==> src/rtl/pipe_stage_reg.sv <==
// pipe_stage_reg: inter-stage pipeline register with a 2-entry skid buffer.
// The main entry drives the downstream side and the skid entry sits behind it.
// in_ready is a flop, so downstream stalls never reach upstream combinationally.
// Handshake: a payload moves on a rising edge where valid and ready are both 1.
// The sender holds valid and data steady until that edge.
// The stage also reports occupancy and keeps saturating stall/bubble counters.
module pipe_stage_reg #(
   parameter int DATA_W = 32,
   parameter int CNT_W  = 16
) (
   input  logic              clk,
   input  logic              clr_n,
   input  logic              flush,
   input  logic              in_valid,
   output logic              in_ready,
   input  logic [DATA_W-1:0] in_data,
   output logic              out_valid,
   input  logic              out_ready,
   output logic [DATA_W-1:0] out_data,
   output logic [1:0]        occupancy,
   output logic [CNT_W-1:0]  stall_cnt,
   output logic [CNT_W-1:0]  bubble_cnt
);

   typedef enum logic [1:0] {
      ST_EMPTY = 2'd0,
      ST_ONE   = 2'd1,
      ST_FULL  = 2'd2
   } state_t;

   localparam logic [CNT_W-1:0] CNT_ONE = {{(CNT_W-1){1'b0}}, 1'b1};

   state_t              state_q;
   logic [DATA_W-1:0]   main_q;
   logic [DATA_W-1:0]   skid_q;
   logic                out_valid_q;
   logic                in_ready_q;
   logic [1:0]          occ_q;
   logic [CNT_W-1:0]    stall_q, stall_d;
   logic [CNT_W-1:0]    bubble_q, bubble_d;

   logic in_fire;
   logic out_fire;

   assign in_fire  = in_valid & in_ready_q;
   assign out_fire = out_valid_q & out_ready;

   assign in_ready  = in_ready_q;
   assign out_valid = out_valid_q;
   assign out_data  = main_q;
   assign occupancy = occ_q;
   assign stall_cnt  = stall_q;
   assign bubble_cnt = bubble_q;

   // Storage FSM: the state, the data entries and every handshake output are registered together.
   always_ff @(posedge clk) begin
      if (!clr_n) begin
         state_q     <= ST_EMPTY;
         main_q      <= '0;
         skid_q      <= '0;
         out_valid_q <= 1'b0;
         in_ready_q  <= 1'b1;
         occ_q       <= 2'd0;
      end else if (flush) begin
         // A squash drops both entries and any payload offered this cycle.
         state_q     <= ST_EMPTY;
         main_q      <= '0;
         skid_q      <= '0;
         out_valid_q <= 1'b0;
         in_ready_q  <= 1'b1;
         occ_q       <= 2'd0;
      end else begin
         case (state_q)
            ST_EMPTY: begin
               if (in_fire) begin
                  main_q      <= in_data;
                  state_q     <= ST_ONE;
                  out_valid_q <= 1'b1;
                  occ_q       <= 2'd1;
               end
            end
            ST_ONE: begin
               if (in_fire && out_fire) begin
                  // The consumed entry is replaced in place and occupancy stays 1.
                  main_q <= in_data;
               end else if (in_fire) begin
                  skid_q     <= in_data;
                  state_q    <= ST_FULL;
                  in_ready_q <= 1'b0;
                  occ_q      <= 2'd2;
               end else if (out_fire) begin
                  // main_q keeps the last payload so out_data holds while empty.
                  state_q     <= ST_EMPTY;
                  out_valid_q <= 1'b0;
                  occ_q       <= 2'd0;
               end
            end
            ST_FULL: begin
               if (out_fire) begin
                  main_q     <= skid_q;
                  state_q    <= ST_ONE;
                  in_ready_q <= 1'b1;
                  occ_q      <= 2'd1;
               end
            end
            default: begin
               state_q     <= ST_EMPTY;
               out_valid_q <= 1'b0;
               in_ready_q  <= 1'b1;
               occ_q       <= 2'd0;
            end
         endcase
      end
   end

   // Next counter values: step on a stall or bubble cycle, hold once all ones.
   always_comb begin
      stall_d  = stall_q;
      bubble_d = bubble_q;
      if (out_valid_q && !out_ready && !(&stall_q)) begin
         stall_d = stall_q + CNT_ONE;
      end
      if (!out_valid_q && out_ready && !(&bubble_q)) begin
         bubble_d = bubble_q + CNT_ONE;
      end
   end

   // Counter registers: only reset clears them, and a flush cycle still counts.
   always_ff @(posedge clk) begin
      if (!clr_n) begin
         stall_q  <= '0;
         bubble_q <= '0;
      end else begin
         stall_q  <= stall_d;
         bubble_q <= bubble_d;
      end
   end

endmodule

==> config.mk <==
export PLATFORM = sky130hd
export DESIGN_NAME = pipe_stage_reg
export DESIGN_NICKNAME = d
export VERILOG_FILES = /design/src/rtl/pipe_stage_reg.sv
export SDC_FILE = /design/constraint.sdc
export NUM_CORES = 1
export LEC_CHECK = 0
export ABC_AREA = 0
export ABC_CLOCK_PERIOD_IN_PS = 2400
export CAP_MARGIN = 20
export CORE_AREA = 2 2 96 98
export CTS_BUF_LIST = sky130_fd_sc_hd__clkbuf_8
export DETAILED_ROUTE_END_ITERATION = 6
export DIE_AREA = 0 0 98 100
export HOLD_SLACK_MARGIN = 0.03
export PLACE_DENSITY = 0.79
export REMOVE_ABC_BUFFERS = 1
export SYNTH_ARGS = -nofsm -noshare
export SYNTH_HDL_FRONTEND = slang
export SYNTH_SLANG_ARGS = --single-unit
export TNS_END_PERCENT = 5
==> constraint.sdc <==
create_clock -name clk -period 2.4 [get_ports clk]
set_clock_uncertainty 0.1 [all_clocks]
set_input_delay 0.48 -clock clk [delete_from_list [all_inputs] [get_ports clk]]
set_output_delay 0.48 -clock clk [all_outputs]
set_load 0.01 [all_outputs]
==> reports/metrics.cfg <==
[setup_path]
cp.required_ns = 1.82
worstSetupPathType = flop to output port
slowest_stage = clkdlybuf4s50_1
cp_num_buf_inv = 1
start_kind = flop
crit_path_max_incr_delay_ns = 0.62
critPathCaptureType = output port
crit_family = buffers and inverters
path_max_fanout = 9
critical_path.cell_chain = clkdlybuf4s50_1
worst_ep_arrival_time_ns = 1.53

[drt]
drc_errors = 0
drt_iter0_drc = 185
routed_wl_um = 10600
drtPass1Iterations = 5
vias_per_cell = 5.59
drtAntennaViolNets = 0
via_count = 4072
wl_per_cell_um = 14.5

[clock_tree]
cts_tree = built
clock_latency_ns = 0.36
numCtsBuffers = 9
postCtsSetupRepairBufs = 0
cts.sinks = 100
ctsLongestPathBuffers = 2
cts_root_buf = clkbuf_8
htree_levels = 3
clkSlewWorstSetupHoldPaths_ns = 0.11
postCtsHoldBufs = 0
cts_resized = 0

[synth]
synthDominantAreaCellType = dfxtp_1
avgSynthCellArea_um2 = 8.62
synth_seq_area_share = 0.451
synth_warnings = 0
synth_ff_type = dfxtp_1
synth-edff-count = 0
synth_cell_types = 50
syn_inst = 515
ys_seq_elements = 100
synthTopCellsByArea = dfxtp_1, mux2i_1, nand2_1, a21oi_1, a211oi_1
syn_area_um2 = 4440
async_flop_share = 0
yosysTopAreaCellShare = 0.451

[sta]
tightest_slew_ns = 0.499
finalHoldViolCount = 0
fin_crit_sh = 0.879
slew_viol_final = 0
setup-violations-final = 0
period_needed_ns = 2.11
maxSlewHeadroom = 0.666
max_freq_mhz = 474
rsz0062_at_grt = no
hold_ws_ns = 0.361

[run_status]
status = completed

[die]
rows = 35
initial_core_util = 0.499
dieArea_um2 = 9800
core_um2 = 8890
die_w_um = 98
num_io_pins = 105
fp.dieH_um = 100

[global_route]
track_usage = 0.218
grt_max_degree = 51
grt_pass1_vias = 3866
grt_remaining_overflow = 0
antenna_found_initial = 0
grt_pass1_wl_um = 17800

[power_and_ir_drop]
p_sw_mw = 0.838
p_sw_frac = 0.259
sequentialPowerShare = 0.533
p_leak_nw = 2.20
internal-power_mw = 2.40
clkPwrFrac = 0.354
power_mw = 3.24
ir_drop_mv = 0.328
combPwrFrac = 0.113
powerDensity_nw_per_um2 = 551

[layout]
final_layout_size_suffix_gt1_frac = 0.0697
finalCoreUtilization = 0.661
area_growth_pct = 32.3
nNetsFinal = 651
stdcell_count = 728
n_antenna_cell = 0

[run]
cap_violations = 0

[worst_hold_path]
min_path_type = flop to flop

[place]
place_congestion = 0.884
portBuffers = 104
hpwl_um = 7280
placedCellCount = 712

worst paths after layout:
kind         depth (start not counted)  slack [ns]         start       endpoint
max                                  1        0.29  occupancy[1]   occupancy[1]
min                                  2        0.36     skid_q[2]      skid_q[2]
max reg2reg                          4        0.41     out_valid  stall_cnt[14]
min reg2reg                          2        0.36     skid_q[2]      skid_q[2]
per-stage QoR:
step | setup TNS [ns] | worst slack (ns) | instance area (um^2)
floorplan | -1.36 | -0.0425 | 4280
global placement | 0 | 0.0521 | 5650
detailed placement | 0 | 0.0336 | 5650
CTS | 0 | 0.263 | 5870
global route | 0 | 0.210 | 5870
finish | 0 | 0.291 | 5870
power groups by stage:
stage | clock [mW] | combinational, mW | sequential [mW]
2_1_floorplan | 0 | 0.146 | 1.78
3_3_place_gp | 0 | 0.358 | 1.76
3_5_place_dp | 0 | 0.366 | 1.76
4_1_cts | 1.18 | 0.368 | 1.73
5_1_grt | 1.25 | 0.401 | 1.73
6_report | 1.15 | 0.365 | 1.73
logic make-up after synthesis:
family,count (synthesis),share of synthesized area
AOI/OAI and AO/OA,116,0.171
xor gates and xnor gates,1,0.00197
adders and majority gates,2,0.00564
buffers and inverters,39,0.0392
DFF,100,0.451
muxes,42,0.0948
and+or+nand+nor,215,0.237
per-layer routing:
metal  track usage  share of wire  vias to the layer above
met3        0.0682          0.082                        9
li1              -              -                     2037
met1         0.279           0.44                     1909
met5             0              0                        -
met2         0.360           0.47                      117
met4        0.0598         0.0082                        0
placed cells by master, fill, tap and decap left out, drive strengths merged, types with 2 or more instances in the layout:
cell type	count
nor2b	4
ha	2
and4b	2
or3	5
clkbuf	9
dfxtp	100
nand2b	10
o21ai	8
buf	17
nand3	9
a21oi	53
o41ai	3
nor4	6
and2	3
and3b	2
nor2	43
and3	4
nand2	93
inv	7
nand3b	2
a211oi	35
or2	2
nor4b	2
mux2i	42
clkinv	3
o21bai	2
nand4	11
nor3	8
or4	7
o31ai	6
clkdlybuf4s50	104
synthesized netlist by cell type (5+ instances only):
cell type,n
nand2_1,93
a21oi_1,53
mux2i_1,42
clkbuf_1,20
nand4_1,10
buf_2,13
nor2_1,43
nand3_1,9
nor3_1,7
nand2b_1,10
or4_1,7
or3_1,5
dfxtp_1,100
o21ai_0,6
a211oi_1,35
o31ai_1,5
flip-flops by register name, summed over array words and instances (netlist names):
name        flops
occupancy       2
skid_q         32
out_data       32
in_ready        1
out_valid       1
bubble_cnt     16
stall_cnt      16
cell type report:
class	instances	area [um^2]
clock buffer	9	124
clock inverter	7	95.1
fill	754	3020
inverter	4	15.0
multi-input combinational	376	2270
sequential	100	2000
tap	111	139
timing repair buffer	121	1230
Note: power is estimated with default switching activity, not from simulation.
